===== config.mk =====
export PLATFORM = sky130hd
export DESIGN_NAME = instr_fetch_unit
export DESIGN_NICKNAME = d
export VERILOG_FILES = /design/src/rtl/fetch_pkg.sv /design/src/rtl/fetch_queue.sv /design/src/rtl/instr_fetch_unit.sv
export SDC_FILE = /design/constraint.sdc
export NUM_CORES = 1
export LEC_CHECK = 0
export ABC_AREA = 1
export CORE_UTILIZATION = 54
export CTS_BUF_LIST = sky130_fd_sc_hd__clkbuf_4 sky130_fd_sc_hd__clkbuf_8
export CTS_CLUSTER_SIZE = 20
export DETAILED_ROUTE_END_ITERATION = 10
export GPL_TIMING_DRIVEN = 0
export PLACE_DENSITY = 0.81
export SKIP_CTS_REPAIR_TIMING = 1
export SLEW_MARGIN = 20
export SYNTH_ARGS = -nofsm -noshare
export SYNTH_HDL_FRONTEND = slang
export SYNTH_SLANG_ARGS = --single-unit

===== constraint.sdc =====
create_clock -name clk -period 10.85 [get_ports clk]
set_clock_uncertainty 0.2 [all_clocks]
set_input_delay 3.255 -clock clk [delete_from_list [all_inputs] [get_ports clk]]
set_output_delay 3.255 -clock clk [all_outputs]
set_load 0.1 [all_outputs]

===== src/rtl/fetch_pkg.sv =====
// Shared types for the instruction fetch unit: FSM states, widths and the
// {pc, instr} queue entry.
package fetch_pkg;
    localparam int XLEN        = 32;
    localparam int INSTR_BYTES = 4;

    typedef enum logic [1:0] {
        BOOT,
        FETCH,
        FLUSH
    } state_t;

    typedef struct packed {
        logic [XLEN-1:0] pc;
        logic [XLEN-1:0] instr;
    } entry_t;
endpackage


===== src/rtl/fetch_queue.sv =====
// Synchronous FIFO with push/pop/flush and occupancy count; DEPTH must be a power of 2.
// Head is read straight from storage, so a pushed word is visible the cycle after the push.
module fetch_queue #(
    parameter int DEPTH = 2,
    parameter int WIDTH = 32,
    localparam int AW = $clog2(DEPTH),
    localparam int CW = AW + 1
) (
    input  logic             clk,
    input  logic             rst,
    input  logic             push,
    input  logic [WIDTH-1:0] push_data,
    input  logic             pop,
    input  logic             flush,
    output logic [WIDTH-1:0] head,
    output logic [CW-1:0]    count,
    output logic             full,
    output logic             empty
);
    logic [WIDTH-1:0] mem [DEPTH];
    logic [AW-1:0]    wr_ptr;
    logic [AW-1:0]    rd_ptr;
    logic             do_push;
    logic             do_pop;

    assign empty   = (count == '0);
    assign full    = (count == CW'(DEPTH));
    assign do_pop  = pop && !empty;
    assign do_push = push && (!full || do_pop);
    assign head    = mem[rd_ptr];

    always_ff @(posedge clk or posedge rst) begin
        if (rst) begin
            wr_ptr <= '0;
            rd_ptr <= '0;
            count  <= '0;
        end else if (flush) begin
            wr_ptr <= '0;
            rd_ptr <= '0;
            count  <= '0;
        end else begin
            if (do_push) wr_ptr <= wr_ptr + AW'(1);
            if (do_pop)  rd_ptr <= rd_ptr + AW'(1);
            if (do_push && !do_pop)      count <= count + CW'(1);
            else if (do_pop && !do_push) count <= count - CW'(1);
        end
    end

    always_ff @(posedge clk) begin
        if (do_push && !flush) mem[wr_ptr] <= push_data;
    end
endmodule


===== src/rtl/instr_fetch_unit.sv =====
// Instruction fetch initiator. States: BOOT | idle cycle after reset; FETCH | issue and collect;
// FLUSH | drop stale responses after a redirect. FETCH_ALIGN_CHECK_EN adds sticky fetch_misaligned.
module instr_fetch_unit
    import fetch_pkg::*;
#(
    parameter logic [31:0] RESET_PC = 32'h0000_0000,
    parameter int          QDEPTH   = 2
) (
    input  logic        clk,
    input  logic        rst,
    output logic        imem_req_valid,
    input  logic        imem_req_ready,
    output logic [31:0] imem_req_addr,
    input  logic        imem_rsp_valid,
    input  logic [31:0] imem_rsp_data,
    input  logic        redirect_valid,
    input  logic [31:0] redirect_pc,
    output logic        out_valid,
    input  logic        out_ready,
    output logic [31:0] out_pc,
    output logic [31:0] out_instr
`ifdef FETCH_ALIGN_CHECK_EN
    ,
    output logic        fetch_misaligned
`endif
);
    localparam int CW = $clog2(QDEPTH) + 1;

    state_t          state, state_next;
    logic [XLEN-1:0] pc, pc_next;
    logic [CW-1:0]   discard, discard_next;
    logic [CW-1:0]   outstanding;
    logic [CW-1:0]   q_count;
    logic [CW:0]     in_flight;
    logic [XLEN-1:0] rsp_addr;
    entry_t          q_in, q_head;
    logic            q_full, q_empty, trk_full, trk_empty;
    logic            redirect_taken, rsp_fire, rsp_keep, rsp_drop;
    logic            req_fire, q_push, q_pop;

    assign redirect_taken = redirect_valid && (state != BOOT);
    // A response with nothing outstanding is a protocol violation and is ignored.
    assign rsp_fire  = imem_rsp_valid && !trk_empty;
    assign rsp_keep  = rsp_fire && (state == FETCH) && (discard == '0);
    assign rsp_drop  = rsp_fire && !rsp_keep;
    assign in_flight = {1'b0, outstanding} + {1'b0, q_count};

    assign imem_req_valid = (state == FETCH) && !redirect_valid && !q_full && !trk_full
                            && (in_flight < (CW+1)'(QDEPTH));
    assign imem_req_addr  = pc;
    assign req_fire       = imem_req_valid && imem_req_ready;

    assign q_in   = '{pc: rsp_addr, instr: imem_rsp_data};
    assign q_push = rsp_keep && !redirect_taken;
    assign q_pop  = !q_empty && out_ready && !redirect_taken;

    assign out_valid = !q_empty;
    assign out_pc    = q_empty ? '0 : q_head.pc;
    assign out_instr = q_empty ? '0 : q_head.instr;

    fetch_queue #(.DEPTH(QDEPTH), .WIDTH(XLEN)) u_addr_trk (
        .clk       (clk),
        .rst       (rst),
        .push      (req_fire),
        .push_data (pc),
        .pop       (rsp_fire),
        .flush     (1'b0),
        .head      (rsp_addr),
        .count     (outstanding),
        .full      (trk_full),
        .empty     (trk_empty)
    );

    fetch_queue #(.DEPTH(QDEPTH), .WIDTH($bits(entry_t))) u_instr_q (
        .clk       (clk),
        .rst       (rst),
        .push      (q_push),
        .push_data (q_in),
        .pop       (q_pop),
        .flush     (redirect_taken),
        .head      (q_head),
        .count     (q_count),
        .full      (q_full),
        .empty     (q_empty)
    );

    always_ff @(posedge clk or posedge rst) begin
        if (rst) begin
            state   <= BOOT;
            pc      <= RESET_PC;
            discard <= '0;
        end else begin
            state   <= state_next;
            pc      <= pc_next;
            discard <= discard_next;
        end
    end

    always_comb begin
        state_next   = state;
        pc_next      = pc;
        discard_next = discard;
        if (req_fire) pc_next = pc + XLEN'(INSTR_BYTES);
        if (rsp_drop && discard != '0) discard_next = discard - CW'(1);
        unique case (state)
            BOOT: state_next = FETCH;
            FETCH, FLUSH: begin
                // Every response still owed, less one arriving now, belongs to the old stream.
                if (redirect_taken) begin
                    pc_next      = redirect_pc & ~XLEN'(INSTR_BYTES - 1);
                    discard_next = outstanding - CW'(rsp_fire);
                end
                state_next = (discard_next != '0) ? FLUSH : FETCH;
            end
            default: state_next = BOOT;
        endcase
    end

`ifdef FETCH_ALIGN_CHECK_EN
    always_ff @(posedge clk or posedge rst) begin
        if (rst)
            fetch_misaligned <= 1'b0;
        else if (redirect_taken && redirect_pc[1:0] != 2'b00)
            fetch_misaligned <= 1'b1;
    end
`endif
endmodule


* Word level (Yosys, flattened, before mapping)
Memory sizes are Yosys's and may differ from the RTL's.
Cells that the tools add are included.
** Storage, ports and cells
- Memories kept :: 2
- Memory bits (writable) :: 192
- Output and inout port bits :: 98
- Bits in registers :: 44
- Input port bits :: 70
** Memory list
- u_instr_q.mem :: depth 2, width 64, read ports 1, clocked after memory_dff 0, wr ports 1, line fetch_queue.sv:20 : logic [WIDTH-1:0] mem [DEPTH];
- u_addr_trk.mem :: depth 2, width 32, read ports 1, clocked after memory_dff 0, wr ports 1, line fetch_queue.sv:20
** Operators by class
- Equality and inequality tests :: 4
- Muxes and demuxes :: 24
- $lt $le $gt $ge :: 1
- $add $sub $neg :: 12
- Reductions and logical operators :: 48
** Operator list (number)
- two-way mux 32 bit :: 5
- adder 32 x 3 -> 32 bit (second input constant) :: 1
- logical AND 1 bit :: 23
- two-way mux 2 bit :: 10
- nonzero test 2 bit :: 6
- zero test 1 bit :: 11
- zero test 2 bit :: 4
- two-way mux 1 bit :: 8
- == test 2 bit (second input constant) :: 3
- subtractor 2 x 1 -> 2 bit (second input constant) :: 3
- adder 1 bit (second input constant) :: 4
- adder 2 x 1 -> 2 bit (second input constant) :: 2
- one-hot mux 2 bit (2 select lines) :: 1
- adder 2 x 2 -> 3 bit :: 1
- < comparator 3 x 2 -> 1 bit (second input constant) :: 1
- nonzero test 3 bit :: 1
- == test 2 x 1 -> 1 bit (second input constant) :: 1
- logical OR 1 bit :: 2
- OR reduction 2 bit :: 1
- subtractor 2 x 1 -> 2 bit :: 1

* Longest topological paths before layout
Gate-level depths: netlist (run 1).
- Depth in word-level cells :: 14
- Gate-level depth with buffers :: 13

* Cells and area by module
From an unflattened synthesis (run 1), not the netlist that was laid out.
** Second synthesis, totals
- Cell total of the unflattened synthesis :: 1091
- Area, all modules :: 10610.2 µm²
** By module, submodules not included
- fetch_queue (u_instr_q) :: area an instance 4914.7 µm², instances 1, cells an instance 377, seq. area each 3943.8 µm²
- instr_fetch_unit :: area an instance 3101.7 µm², instances 1, cells an instance 506, seq. area each 850.8 µm²
- fetch_queue (u_addr_trk) :: area an instance 2593.7 µm², instances 1, cells an instance 208, seq. area each 2021.9 µm²

* Least setup slack after synthesis (run 1)
OpenSTA, ideal clock, no wires.
- Path kind :: input-to-output
- Start :: input redirect_valid
- End :: output imem_req_valid
- Required time :: 7.395 ns
- Stages on the path :: 3
- Buffers on the path :: 0
- Slack :: 1.900 ns
- Arrival time :: 5.495 ns
- Path through :: inv_1 > nand2_1 > nor3_1
** On the way
- Word-level cells in the longest chain between the ends :: 5
** RTL lines
- start: declaration :: line instr_fetch_unit.sv:16 : input logic redirect_valid,
- zero test 1 bit :: line instr_fetch_unit.sv:48 : assign imem_req_valid = (state == FETCH) && !redirect_valid && !q_full && !trk_full
- logical AND 1 bit (3 in a row) :: line instr_fetch_unit.sv:48
- logical AND 1 bit :: line instr_fetch_unit.sv:49 : && (in_flight < (CW+1)'(QDEPTH));
- end: declaration :: line instr_fetch_unit.sv:11 : output logic imem_req_valid,
No other way between the ends.

* Worst setup path in the final report (run 1)
Ends and elaborated chain as after synthesis.

==> run_results.csv, run 1 <==
group,metric,value,unit
outcome,status,"completed",
sta,rsz0062_at_grt,"no",
layout,n_antenna_cell,0,
setup_path,path_class,"primary input to output pin",
sta,hold_viol_final,0,
routing,drt_iter0_drc,511,
place,globalplace.congestion,0.936,
routing,drc,0,
sta,drv_slew,0,
hold_path,hold_path_depth,2,
routing,firstDrtPassIters,5,
sta,finalSetupViolCount,0,
layout,fin_nets,1256,
routing,antenna_left,0,
floorplanning,fp-row-count,49,
clock_network,clock-sinks,226,
setup_path,worstPathArrival,5.20,ns
clock_network,insertion_delay,0.53,ns
yosys,yosys.area.top_type_share,0.557,
routing,viasPerCell,5.19,
yosys,synth_edf_count,184,
global_route,first_global_vias,7233,
setup_path,path_max_fanout,2,
yosys,ys.flop_type,"edfxtp_1",
run,drv_cap,0,
floorplanning,core_area,18000,µm²
sta,post-route-period-util,0.797,
clock_network,cts_buffers,36,
sta,worst_pin_slew,1.04,ns
floorplanning,dieWidth,138,µm
global_route,grt_pass1_wl,35.1,mm
place,place_area,12000,µm²
setup_path,start_kind,"primary input",
sta,min_period,8.65,ns
sta,tns,0,ns
global_route,grt_max_degree,34,
hold_path,hold_path_class,"flip-flop to flip-flop",
clock_network,root_buffer,"clkbuf_8",
clock_network,path_clk_slew,0.06,ns
yosys,synthCells,969,
yosys,seq_area_frac_synth,0.663,
floorplanning,dieArea,18900,µm²
clock_network,htreeDepth,2,
global_route,track_usage,0.244,
floorplanning,io_pins,168,
yosys,synth_area,9910,µm²
place,numPortBuffers,161,
yosys,synth.largest_area_cell,"edfxtp_1",
yosys,avgSynthCellArea,10.2,µm²
routing,via_count,7435,
sta,fmax,0.116,GHz
setup_path,critPathRequiredTime,7.40,ns
setup_path,cp-end-kind,"output pin",
yosys,async_flop_share,0.186,
setup_path,r2r_cells,13,
floorplanning,start_util,0.552,
yosys,synth_seq_cells,226,
sta,relSlewSlack,0.303,
layout,final_area,12700,µm²
routing,routedWlPerCell,15.7,µm
yosys,synth.distinct_cells,37,
global_route,antenna_found_initial,0,
clock_network,cts_tree,"built",
floorplanning,die_h,138,µm
layout,drive_gt1_frac,0.0880,
routing,drt-total-wl,22.6,mm
global_route,grt_overflow,0,
place,dp_hpwl,16.0,mm
yosys,synth_top_cells_by_area,"edfxtp_1 (56%), nand2_1 (14%), dfrtp_1 (11%)",
clock_network,cts_buffer_depth,3,
layout,area_delta_synth_final,28.4,%
yosys,yosysWarningCount,0,
[worst paths after layout]
kind                                  startpoint                   end  slack (ns)
min in group asynchronous                    rst      u_instr_q.wr_ptr        2.79
max                               redirect_valid        imem_req_valid        2.20
max in group asynchronous                    rst     imem_req_addr[28]        7.20
max reg2reg                   u_instr_q.count[0]   u_addr_trk.count[1]        8.04
min reg2reg                u_addr_trk.mem[0][29]  u_instr_q.mem[0][61]        0.33
min                        u_addr_trk.mem[0][29]  u_instr_q.mem[0][61]        0.33
[flip-flops by register name (all words and copies together), names as in the netlist]
name	flops
state	2
u_addr_trk.wr_ptr	1
u_instr_q.rd_ptr	1
u_addr_trk.count	2
u_instr_q.count	2
discard	2
u_instr_q.wr_ptr	1
u_addr_trk.rd_ptr	1
imem_req_addr	30
u_addr_trk.mem	60
u_instr_q.mem	124
[metal layers]
layer / track usage / part of all wire / vias up
li1: - / - / 3619
met1: 0.306 / 0.40 / 3472
met2: 0.412 / 0.49 / 284
met3: 0.0482 / 0.071 / 60
met4: 0.109 / 0.035 / 0
met5: 0 / 0 / -
[cell usage after synthesis, types with 4 or more instances]
cell / instances
a21oi_1: 71
buf_1: 5
buf_2: 6
buf_4: 4
clkbuf_1: 22
dfrtp_1: 42
edfxtp_1: 184
ha_1: 7
inv_1: 62
inv_2: 7
nand2_1: 372
nand3_1: 45
nand4_1: 6
nor2_1: 60
nor2_4: 6
o211ai_1: 4
o21ai_0: 9
o21ai_1: 4
or2_0: 6
or2_1: 9
xnor2_1: 5
xor2_1: 13
[cells by family (layout without fill, tap and decap cells)]
kind of cell	count (synthesis)	after routing	share of synthesized area
buffers and inverters	109	341	0.0453
XOR/XNOR	18	18	0.0159
other	1	4	0.000378
AO/OA/AOI/OAI	94	94	0.0506
adder cells (fa/ha/maj)	8	8	0.0109
flip-flops	226	226	0.663
AND/OR/NAND/NOR	512	512	0.213
multiplexers	1	1	0.00101
[critical path, cell delays in order]
cell and delay, ns:
clkdlybuf4s50_1 0.40, inv_1 0.11, nand2_1 0.08, nor3_1 0.19, clkdlybuf4s50_1 1.16
[through the flow]
step           setup slack (ns)  hold slack [ns]  instances  utilization
6_report                   2.20            0.328       1433        0.709
5_1_grt                    2.11            0.354       1433        0.709
4_1_cts                    2.18            0.328       1433        0.709
3_5_place_dp               2.18            0.326       1369        0.668
3_3_place_gp               1.99            0.301       1362        0.658
2_1_floorplan              1.90            0.284        972            -
[cell type report]
cell class              instances  area [µm²]
inverters                      70         265
repair buffers                168        1750
clock inverters                14         129
clock buffers                  50         607
well taps                     229         287
multi-input cells             637        2930
flip-flops and latches        226        6580
plain buffers                  39         184
fillers                      1241        5230
[layout by cell type, fill, tap and decap left out, types with 5 or more instances in the layout]
cell type        Yosys  routed
a21oi_1             71      71
buf_1                5       5
buf_12               0       7
buf_2                6       6
clkbuf_1            22      22
clkbuf_4             0      13
clkbuf_8             0      37
clkdlybuf4s50_1      0     161
clkinv_1             0       5
dfrtp_1             42      42
edfxtp_1           184     184
ha_1                 7       7
inv_1               62      61
inv_2                7       8
nand2_1            372     372
nand3_1             45      45
nand4_1              6       6
nor2_1              60      56
nor2_4               6      10
o21ai_0              9       9
or2_0                6       6
or2_1                9       9
xnor2_1              5       5
xor2_1              13      13
Power of run 1 is not shown: default switching activity piles up to over one toggle a cycle in this logic, so the estimate is an artifact.
==> run 2, diff against run 1 <==
- clock period: 10.85 -> 8.8 ns (I/O delays scaled with it)
==> results of run 2 <==
Same layout as run 1 (identical final DEF). Status: completed.
Among the figures that moved: setup slack after placement 2.18 ns -> 1.36 ns; setup slack after layout 2.20 ns -> 1.38 ns; register-to-register setup slack 8.04 ns -> 5.99 ns
Power of run 2 is left out for the same reason.
==> run 3, diff against run 2 <==
- clock period: 8.8 -> 6.9 ns (I/O delays scaled with it)
==> results of run 3 <==
Same layout as run 1 (identical final DEF). Status: completed.
Among the figures that moved: setup slack after placement 2.18 ns -> 0.603 ns; setup slack after layout 2.20 ns -> 0.617 ns; register-to-register setup slack 8.04 ns -> 4.09 ns
Power of run 3 is left out for the same reason.
